## src/rtl/booth_mult_radix4_pkg.sv

```systemverilog
// Shared types for the radix-4 Booth multiplier: FSM encoding, digit codes, decode helpers.
// Pure declarations; no timing or flow-control behaviour of its own.
package booth_pkg;

  localparam logic [1:0] IDLE = 2'd0;
  localparam logic [1:0] CALC = 2'd1;
  localparam logic [1:0] DONE = 2'd2;

  typedef enum logic [1:0] {
    S_IDLE = IDLE,
    S_CALC = CALC,
    S_DONE = DONE
  } state_t;

  typedef enum logic [2:0] {
    ZERO = 3'd0,
    POS1 = 3'd1,
    POS2 = 3'd2,
    NEG1 = 3'd3,
    NEG2 = 3'd4
  } digit_t;

  // Each iteration retires two multiplier bits of the 2-bit-extended operand.
  function automatic int booth_iters(input int width);
    return width / 2 + 1;
  endfunction

  function automatic digit_t booth_decode(input logic [2:0] trip);
    digit_t d;
    case (trip)
      3'b001, 3'b010: d = POS1;
      3'b011:         d = POS2;
      3'b100:         d = NEG2;
      3'b101, 3'b110: d = NEG1;
      default:        d = ZERO;
    endcase
    return d;
  endfunction

endpackage

```

## src/rtl/booth_mult_radix4_if.sv

```systemverilog
// Operand/result handshake bundle for booth_mult_radix4.
// Start accepted only while ready is high; done is a one-cycle result strobe.
interface booth_mult_radix4_if #(
  parameter int DATA_WIDTH = 8
);
  logic                    en_i_mult;
  logic                    signed_i_mult;
  logic [DATA_WIDTH-1:0]   A;
  logic [DATA_WIDTH-1:0]   B;
  logic                    ready_o_mult;
  logic [2*DATA_WIDTH-1:0] result_o_mult;
  logic                    mult_done_o;

  modport master (
    output en_i_mult, signed_i_mult, A, B,
    input  ready_o_mult, result_o_mult, mult_done_o
  );

  modport slave (
    input  en_i_mult, signed_i_mult, A, B,
    output ready_o_mult, result_o_mult, mult_done_o
  );
endinterface

```

## src/rtl/booth_mult_radix4_r4_digit.sv

```systemverilog
// Radix-4 Booth partial-product generator: triplet selects 0, +-M or +-2M.
// Purely combinational, zero latency, no flow control.
module booth_r4_digit
  import booth_pkg::*;
#(
  parameter int DATA_WIDTH = 8
) (
  input  logic        [2:0]            i_trip,
  input  logic signed [DATA_WIDTH+1:0] i_m,
  output logic signed [DATA_WIDTH+3:0] o_pp
);

  localparam int PW = DATA_WIDTH + 4;

  logic signed [PW-1:0] w_m1;
  logic signed [PW-1:0] w_m2;
  digit_t               w_digit;

  assign w_m1    = {{2{i_m[DATA_WIDTH+1]}}, i_m};
  assign w_m2    = w_m1 <<< 1;
  assign w_digit = booth_decode(i_trip);

  always_comb begin
    o_pp = '0;
    case (w_digit)
      POS1:    o_pp = w_m1;
      POS2:    o_pp = w_m2;
      NEG1:    o_pp = -w_m1;
      NEG2:    o_pp = -w_m2;
      default: o_pp = '0;
    endcase
  end

endmodule

```

## src/rtl/booth_mult_radix4.sv

```systemverilog
// Sequential radix-4 Booth multiplier, signed or unsigned per operation, full-width product.
// Latency DATA_WIDTH/2+2 edges from acceptance; starts ignored (not queued) while busy.
module booth_mult_radix4
  import booth_pkg::*;
#(
  parameter int DATA_WIDTH = 8,
  parameter int CNT_W      = $clog2(DATA_WIDTH/2 + 2)
) (
  input  logic               clk_i_mult,
  input  logic               rstn_i_mult,
  booth_mult_radix4_if.slave bus
);

  localparam int PW  = DATA_WIDTH + 4;
  localparam int QW  = DATA_WIDTH + 3;
  localparam int NIT = booth_iters(DATA_WIDTH);
  localparam logic [CNT_W-1:0] LAST = CNT_W'(NIT - 1);

  state_t                      r_state;
  state_t                      w_state_nxt;
  logic signed [PW-1:0]        r_p;
  logic        [QW-1:0]        r_q;
  logic signed [DATA_WIDTH+1:0] r_m;
  logic        [CNT_W-1:0]     r_cnt;
  logic [2*DATA_WIDTH-1:0]     r_result;
  logic                        r_done;

  logic                        w_ext_a;
  logic                        w_ext_b;
  logic signed [PW-1:0]        w_pp;
  logic signed [PW-1:0]        w_psum;
  logic signed [PW+QW-1:0]     w_shift;

  assign w_ext_a = bus.signed_i_mult & bus.A[DATA_WIDTH-1];
  assign w_ext_b = bus.signed_i_mult & bus.B[DATA_WIDTH-1];

  booth_r4_digit #(.DATA_WIDTH(DATA_WIDTH)) u_digit (
    .i_trip (r_q[2:0]),
    .i_m    (r_m),
    .o_pp   (w_pp)
  );

  // Accumulate then shift {P,Q} right by two as one signed word.
  assign w_psum  = r_p + w_pp;
  assign w_shift = $signed({w_psum, r_q}) >>> 2;

  always_comb begin
    w_state_nxt = r_state;
    case (r_state)
      S_IDLE:  if (bus.en_i_mult) w_state_nxt = S_CALC;
      S_CALC:  if (r_cnt == LAST) w_state_nxt = S_DONE;
      S_DONE:  w_state_nxt = S_IDLE;
      default: w_state_nxt = S_IDLE;
    endcase
  end

  always_ff @(posedge clk_i_mult or negedge rstn_i_mult) begin
    if (!rstn_i_mult) r_state <= S_IDLE;
    else              r_state <= w_state_nxt;
  end

  always_ff @(posedge clk_i_mult or negedge rstn_i_mult) begin
    if (!rstn_i_mult) begin
      r_p      <= '0;
      r_q      <= '0;
      r_m      <= '0;
      r_cnt    <= '0;
      r_result <= '0;
      r_done   <= 1'b0;
    end else begin
      r_done <= (r_state == S_DONE);
      case (r_state)
        S_IDLE: begin
          if (bus.en_i_mult) begin
            r_m   <= {{2{w_ext_b}}, bus.B};
            r_q   <= {{2{w_ext_a}}, bus.A, 1'b0};
            r_p   <= '0;
            r_cnt <= '0;
          end
        end
        S_CALC: begin
          r_p   <= w_shift[PW+QW-1:QW];
          r_q   <= w_shift[QW-1:0];
          r_cnt <= r_cnt + 1'b1;
        end
        S_DONE: begin
          // Low product bits were shifted into the top of Q; the rest sit at the bottom of P.
          r_result <= {r_p[DATA_WIDTH-3:0], r_q[QW-1:1]};
        end
        default: ;
      endcase
    end
  end

  assign bus.ready_o_mult  = (r_state == S_IDLE);
  assign bus.result_o_mult = r_result;
  assign bus.mult_done_o   = r_done;

endmodule

```

## src/flat_wrapper.sv

```systemverilog
// flat-port wrapper written by rule: the top's interface ports become plain ports
module booth_mult_radix4_flat import booth_pkg::*;
#(
  parameter int DATA_WIDTH = 8,
  parameter int CNT_W      = $clog2(DATA_WIDTH/2 + 2)
)
  (clk_i_mult, rstn_i_mult, bus_en_i_mult, bus_signed_i_mult, bus_A, bus_B, bus_ready_o_mult, bus_result_o_mult, bus_mult_done_o);
  booth_mult_radix4_if #(.DATA_WIDTH(DATA_WIDTH)) bus_i ();
  input  logic clk_i_mult;
  input  logic rstn_i_mult;
  input wire logic [$bits(bus_i.en_i_mult)-1:0] bus_en_i_mult;
  input wire logic [$bits(bus_i.signed_i_mult)-1:0] bus_signed_i_mult;
  input wire logic [$bits(bus_i.A)-1:0] bus_A;
  input wire logic [$bits(bus_i.B)-1:0] bus_B;
  output wire logic [$bits(bus_i.ready_o_mult)-1:0] bus_ready_o_mult;
  output wire logic [$bits(bus_i.result_o_mult)-1:0] bus_result_o_mult;
  output wire logic [$bits(bus_i.mult_done_o)-1:0] bus_mult_done_o;
  assign bus_i.en_i_mult = bus_en_i_mult;
  assign bus_i.signed_i_mult = bus_signed_i_mult;
  assign bus_i.A = bus_A;
  assign bus_i.B = bus_B;
  assign bus_ready_o_mult = bus_i.ready_o_mult;
  assign bus_result_o_mult = bus_i.result_o_mult;
  assign bus_mult_done_o = bus_i.mult_done_o;
  booth_mult_radix4 #(.DATA_WIDTH(DATA_WIDTH), .CNT_W(CNT_W)) u_core (.clk_i_mult(clk_i_mult), .rstn_i_mult(rstn_i_mult), .bus(bus_i));
endmodule
```

## config.mk

```make
export PLATFORM = sky130hd
export DESIGN_NAME = booth_mult_radix4_flat
export DESIGN_NICKNAME = d
export VERILOG_FILES = /design/src/rtl/booth_mult_radix4_pkg.sv /design/src/rtl/booth_mult_radix4_if.sv /design/src/rtl/booth_mult_radix4_r4_digit.sv /design/src/rtl/booth_mult_radix4.sv /design/src/flat_wrapper.sv
export SDC_FILE = /design/constraint.sdc
export NUM_CORES = 1
export LEC_CHECK = 0
export ABC_AREA = 1
export BUFFER_PORTS_ARGS = -buffer_cell sky130_fd_sc_hd__buf_4
export CAP_MARGIN = 0
export CORE_ASPECT_RATIO = 1.25
export CORE_MARGIN = 2
export CORE_UTILIZATION = 62
export CTS_BUF_LIST = sky130_fd_sc_hd__clkbuf_8 sky130_fd_sc_hd__clkbuf_16
export DETAILED_ROUTE_END_ITERATION = 7
export GPL_TIMING_DRIVEN = 0
export HOLD_SLACK_MARGIN = 0.15
export MAX_ROUTING_LAYER = met4
export PLACE_DENSITY = 0.86
export SLEW_MARGIN = 10
export SYNTH_ARGS = -nofsm -noshare
export SYNTH_HDL_FRONTEND = slang
export SYNTH_SLANG_ARGS = --single-unit
```

## constraint.sdc

```tcl
create_clock -name clk_i_mult -period 4.6 [get_ports clk_i_mult]
set_input_delay 1.38 -clock clk_i_mult [delete_from_list [all_inputs] [get_ports clk_i_mult]]
set_output_delay 1.38 -clock clk_i_mult [all_outputs]
set_load 0.005 [all_outputs]
```

==> flow_summary_export.csv, run 1 <==
group,metric,value,unit
routing,drt-total-wl,6894,um
place,place_hpwl,5159,um
setup_path,worstSetupPathType,"reg -> reg",
sta,rsz0062_at_grt,"no",
global_routing,grt_use_met1,0.3301,
clocking,clockBufferDepth,2,
clocking,cts_max_level,2,
global_routing,grt_use_total,0.2826,
run_status,status,"completed",
floorplan,top_level_ports,38,
clocking,cts_setup_buffers,0,
finish,nets,444,
logic_synthesis,syn_avg_cell_area,8.203,um^2
sta,finalClockSkew,0.008805,ns
floorplan,core_area,4695,um^2
clocking,cts_root_buf,"clkbuf_8",
finish,drive_above_1_share,0.1785,
sta,hold_viol,0,
logic_synthesis,netlist.area_leader.share,0.4346,
floorplan,die_h,81.70,um
clocking,clock_sinks,52,
floorplan,fp-row-count,28,
setup_path,cp.required,4.82,ns
sta,final_max_slew_viol_count,0,
sta,fin_crit_sh,0.6335,
logic_synthesis,yosysTopAreaCell,"dfrtp_1",
routing,wire_per_inst,14.70,um
setup_path,crit_fanout,5,
global_routing,use_met2,0.4990,
sta,finalSetupViolCount,0,
setup_path,critical_path.endpoint_type,"flop",
global_routing,grt_max_degree,53,
place,io_buffers,37,
clocking,ctsHoldBuffers,0,
sta,final.min_clock_period,2.914,ns
run,drv_cap,0,
logic_synthesis,synthCells,365,
routing,antenna_left,0,
global_routing,top_usage_layer,"met2",
clocking,numCtsBuffers,5,
clocking,clk_latency,0.31,ns
floorplan,fp.dieW,66.16,um
logic_synthesis,synthesis.area,2994,um^2
logic_synthesis,synth_warnings,0,
clocking,cts_tree,"done",
sta,max_slew_margin,0.5641,
finish,fillCellCount,368,
routing,via_count,2671,
global_routing,grt_overflow,0,
routing,drt_first_pass_iters,4,
finish,diodes,0,
min_path,min_path_type,"reg -> reg",
floorplan,fp.dieArea,5405,um^2
global_routing,grt_pass1_vias,2510,
sta,tns,0,ns
setup_path,path_cells,"inv_1 > ha_1 > nand2_1 > nor2_2 > xor2_1 > o22ai_1 > a21oi_1 > o21ai_0 > ha_1 > a21oi_1 > o21ai_0 > a21oi_1 > inv_1 > a21oi_1 > o21ai_0 > o21ai_0",
clocking,cts_resized,0,
sta,worstMarginPinSlew,0.6538,ns
place,gp_congestion,0.8955,
setup_path,slowest_delay,0.40,ns
routing,drt_iter0_drc,264,
logic_synthesis,ys_types,37,
global_routing,grt_util_met3,0.03288,
global_routing,grt_first_pass_wirelength,11390,um
logic_synthesis,synthTopCellsByArea,"dfrtp_1, nand2_1, o21ai_0",
clocking,clkTransAtPathRegs,0.09,ns
setup_path,cp-start-kind,"flop",
finish,syn_to_final_growth,16.09,%
logic_synthesis,seq_area_frac_synth,0.4346,
global_routing,antenna_found_initial,0,
logic_synthesis,synth_nets,400,
logic_synthesis,synth_seq_cells,52,
routing,viasPerCell,5.695,
floorplan,start_util,0.6378,
setup_path,arrival,3.13,ns
setup_path,cpMaxStageDelayCell,"dfrtp_1",
routing,drc,0,
sta,fmax,343.1,MHz
==> worst max-delay path: cells and delay by family, from the launching register on <==
family / cells / cell delay (ns)
compound gates: 9 / 1.20
xor+xnor: 1 / 0.21
fa+ha+maj: 2 / 0.55
buf+inv: 2 / 0.23
flops: 1 / 0.40
simple gates: 2 / 0.23
==> cell families after synthesis <==
kind of cell / Yosys count / synth area share
flip-flops: 52 / 0.4346
AND/OR/NAND/NOR: 143 / 0.2190
buffers and inverters: 59 / 0.08148
XOR/XNOR: 10 / 0.02925
adder cells (fa/ha/maj): 15 / 0.06519
AO/OA/AOI/OAI: 86 / 0.1705
==> cells in the mapped netlist <==
library cell,count
a21boi_0,1
a21o_1,1
a21oi_1,16
a221oi_1,4
a221oi_2,2
a22oi_1,3
a31oi_1,1
buf_2,3
buf_4,3
buf_6,1
clkbuf_1,3
dfrtp_1,52
fa_1,1
ha_1,14
inv_1,45
inv_2,4
nand2_1,80
nand2_2,3
nand2_4,1
nand3_1,18
nand3_2,4
nand3b_1,1
nand4_1,3
nor2_1,16
nor2_2,5
nor2_4,2
nor3_1,9
nor3_2,1
o2111ai_1,1
o211ai_1,5
o21a_1,1
o21ai_0,40
o21ai_1,3
o221ai_1,1
o22ai_1,7
xnor2_1,3
xor2_1,7
==> layout make-up <==
class	count	area, um^2	area share
Multi-Input combinational cell	254	1449	0.4168
Sequential cell	52	1301	0.3744
Timing Repair Buffer	37	277.8	0.07991
Inverter	49	183.9	0.05292
Tap cell	60	75.07	0.02160
Clock buffer	5	68.82	0.01980
Clock inverter	2	60.06	0.01728
Buffer	10	60.06	0.01728
==> per-stage QoR <==
stage	utilization	setup slack, ns	std cells	area (um^2)	hold WS (ns)
after floorplan	-	2.139	365	2994	0.4542
after global placement	0.7130	1.842	462	3347	0.4670
after detailed placement	0.7130	1.752	462	3347	0.4739
after CTS	0.7404	1.728	469	3476	0.4896
after global routing	0.7404	1.364	469	3476	0.5015
final	0.7404	1.686	469	3476	0.4891
==> routing by layer <==
metal / share of wire / vias up
met5: 0 / -
met4: 0.022 / 0
met3: 0.039 / 15
met2: 0.52 / 75
met1: 0.41 / 1275
li1: - / 1306
==> placed cells by master (no fill, tap or decap), types with 4 or more instances in the layout <==
master and instances:
clkbuf_8 5, inv_1 45, o22ai_1 7, a21oi_1 16
xor2_1 7, inv_2 4, nand3_1 18, nor3_1 9
nand2_1 80, ha_1 14, nor2_1 16, nor2_2 5
a221oi_1 4, nand3_2 4, o21ai_0 40, dfrtp_1 52
o211ai_1 5, buf_4 40
==> sequential cells by signal, indices dropped and copies added (netlist names) <==
register and flops:
u_core.bus.result_o_mult 16, u_core.bus.mult_done_o 1, u_core.r_q 11, u_core.r_cnt 3, u_core.r_p 10, u_core.r_state 2, u_core.r_m 9
==> final timing paths <==
check	from	cells after the start	end	slack (ns)
worst max-delay path	u_core.r_m[0]	16	u_core.r_p[4]	1.69
worst min-delay path	u_core.bus.result_o_mult[7]	2	u_core.bus.result_o_mult[7]	0.49
worst max register to register	u_core.r_m[0]	16	u_core.r_p[4]	1.69
worst min register to register	u_core.bus.result_o_mult[7]	2	u_core.bus.result_o_mult[7]	0.49
max in group asynchronous	rstn_i_mult	1	u_core.r_m[5]	3.07
min in group asynchronous	rstn_i_mult	1	u_core.r_q[5]	1.10
Power of run 1 is not shown: default switching activity piles up to over one toggle a cycle in this logic, so the estimate is an artifact.
==> run 2: changes to the inputs <==
--- a/config.mk
+++ b/config.mk
@@ -10,13 +10,13 @@
 export CAP_MARGIN = 0
 export CORE_ASPECT_RATIO = 1.25
 export CORE_MARGIN = 2
-export CORE_UTILIZATION = 62
+export CORE_UTILIZATION = 52
 export CTS_BUF_LIST = sky130_fd_sc_hd__clkbuf_8 sky130_fd_sc_hd__clkbuf_16
 export DETAILED_ROUTE_END_ITERATION = 7
 export GPL_TIMING_DRIVEN = 0
 export HOLD_SLACK_MARGIN = 0.15
 export MAX_ROUTING_LAYER = met4
-export PLACE_DENSITY = 0.86
+export PLACE_DENSITY = 0.77
 export SLEW_MARGIN = 10
 export SYNTH_ARGS = -nofsm -noshare
 export SYNTH_HDL_FRONTEND = slang
==> constraint.sdc (replaced) <==
create_clock -name clk_i_mult -period 2.65 [get_ports clk_i_mult]
set_input_delay 0.795 -clock clk_i_mult [delete_from_list [all_inputs] [get_ports clk_i_mult]]
set_output_delay 0.795 -clock clk_i_mult [all_outputs]
set_load 0.005 [all_outputs]
==> run 2 against run 1 <==
Compared with the run above:
- the run now ends with setup timing left
- sequential share of layout area is 2.7 points lower
- clock skew is 0.00091 ns lower
- core utilization is 5.7 points lower
- highest routed layer unchanged
==> flow_summary_export.csv, run 2 (same netlist as run 1, synthesis figures left out) <==
group,metric,value,unit
floorplan,top_level_ports,38,
clocking,ctsHoldBuffers,0,
run,drv_cap,0,
clocking,clockBufferDepth,2,
routing,drc,0,
min_path,min_path_type,"reg -> reg",
run_status,violations,"setup timing",
sta,fin_crit_sh,1.009,
clocking,cts_tree,"done",
finish,diodes,0,
routing,viasPerCell,5.568,
floorplan,fp.dieW,71.87,um
finish,final_cell_mix,"nand2_1, buf_4, dfrtp_1",
sta,finalClockSkew,0.007900,ns
finish,largest_reg_flops,16,
setup_path,crit_fanout,4,
sta,rsz0062_at_grt,"yes",
global_routing,antenna_found_initial,0,
place,place_hpwl,5346,um
clocking,clock_sinks,52,
routing,via_count,2734,
sta,hold_viol,0,
place,gp_congestion,0.9195,
routing,drt_first_pass_iters,4,
clocking,clk_latency,0.31,ns
setup_path,critical_path.endpoint_type,"flop",
floorplan,die_h,88.84,um
global_routing,grt_overflow,0,
finish,syn_to_final_growth,25.11,%
clocking,cts_root_buf,"clkbuf_8",
sta,max_slew_margin,0.5590,
sta,worstMarginPinSlew,0.6615,ns
sta,final_max_slew_viol_count,0,
sta,fmax,374.0,MHz
setup_path,cp-start-kind,"flop",
setup_path,cp.required,2.83,ns
global_routing,grt_use_total,0.2445,
floorplan,core_area,5480,um^2
global_routing,grt_pass1_vias,2557,
setup_path,arrival,2.85,ns
place,dp_slack,-0.1705,ns
finish,final_common_cell,"nand2_1",
floorplan,start_util,0.5463,
finish,drive_above_1_share,0.2717,
sta,final.min_clock_period,2.674,ns
run_status,status,"finished with violations",
clocking,clkTransAtPathRegs,0.10,ns
floorplan,fp-row-count,30,
sta,finalSetupViolCount,5,
finish,nets,461,
global_routing,grt_first_pass_wirelength,11810,um
sta,fin_ws,-0.02393,ns
routing,drt-total-wl,7586,um
clocking,numCtsBuffers,5,
place,io_buffers,37,
sta,tns,-0.08985,ns
setup_path,worstSetupPathType,"reg -> reg",
clocking,cts_max_level,2,
routing,antenna_left,0,
floorplan,fp.dieArea,6385,um^2
global_routing,grt_max_degree,53,
routing,drt_iter0_drc,187,
routing,wire_per_inst,15.45,um
## run 2: changes by cell type in the layout (fill, tap and decap cells not counted), moves of 3 or more
cell	before	now
inv_2	4	7
o21ai_0	40	37
xor2_1	7	4
xor2_2	0	3
buf_4	40	55
a21oi_1	16	12
nand2_1	80	75
inv_1	45	42
nor3_1	9	6
nand2_2	3	7
a21oi_2	0	4
## run 2: final cells by class
cell class / instances / area (um^2)
Clock inverter: 2 / 38.79
Clock buffer: 6 / 82.58
Tap cell: 64 / 80.08
Multi-Input combinational cell: 254 / 1587
Fill cell: 426 / 1734
Inverter: 49 / 183.9
Sequential cell: 52 / 1301
Buffer: 10 / 60.06
Timing Repair Buffer: 54 / 412.9
## run 2: path summary, 6_finish.rpt
check / to / startpoint / slack (ns) / depth (start not counted)
worst max-delay path: u_core.r_p[5] / u_core.r_m[1] / -0.02 / 17
worst min-delay path: u_core.bus.result_o_mult[13] / u_core.bus.result_o_mult[13] / 0.49 / 2
worst max register to register: u_core.r_p[5] / u_core.r_m[1] / -0.02 / 17
worst min register to register: u_core.bus.result_o_mult[13] / u_core.bus.result_o_mult[13] / 0.49 / 2
max in group asynchronous: u_core.r_p[3] / rstn_i_mult / 1.70 / 1
min in group asynchronous: u_core.r_state[0] / rstn_i_mult / 0.51 / 1
## run 2: what timing repair did
item	in CTS	in global routing
pin swaps	5	18
setup endpoints to repair	6	7
buffers inserted	8	9
resized for setup	17	20
gates cloned	0	0
## run 2: critical path, cell delays in order (launching register included)
cell and delay (ns):
dfrtp_1 0.41, inv_2 0.08, ha_4 0.16, nand2_4 0.06, nor2_4 0.14, buf_6 0.12
xor2_2 0.14, o22ai_1 0.09, a21oi_1 0.12, o21ai_1 0.09, ha_1 0.37, nand2_2 0.08
nor3_2 0.16, nand2_1 0.11, nand3_4 0.10, buf_6 0.11, xnor2_2 0.10, o22ai_1 0.09
## run 2: routing by layer
metal  track usage  vias to the layer above  share of wire  wire length (um)
met1        0.2762                     1311           0.39              2987
li1              -                     1335              -                 -
met4       0.07890                        0          0.021               159
met2        0.4478                       76           0.54              4086
met5             -                        -              0                 0
met3       0.02961                       12          0.046               352
## run 2: per-stage QoR
step | std cells | instance area (um^2) | util | hold WS [ns]
6_report | 491 | 3746 | 0.6836 | 0.4880
5_1_grt | 491 | 3746 | 0.6836 | 0.5084
3_3_place_gp | 466 | 3352 | 0.6116 | 0.4678
3_5_place_dp | 466 | 3352 | 0.6116 | 0.4671
2_1_floorplan | 365 | 2994 | - | 0.4542
4_1_cts | 482 | 3586 | 0.6543 | 0.4922
Power of run 2 is left out for the same reason.
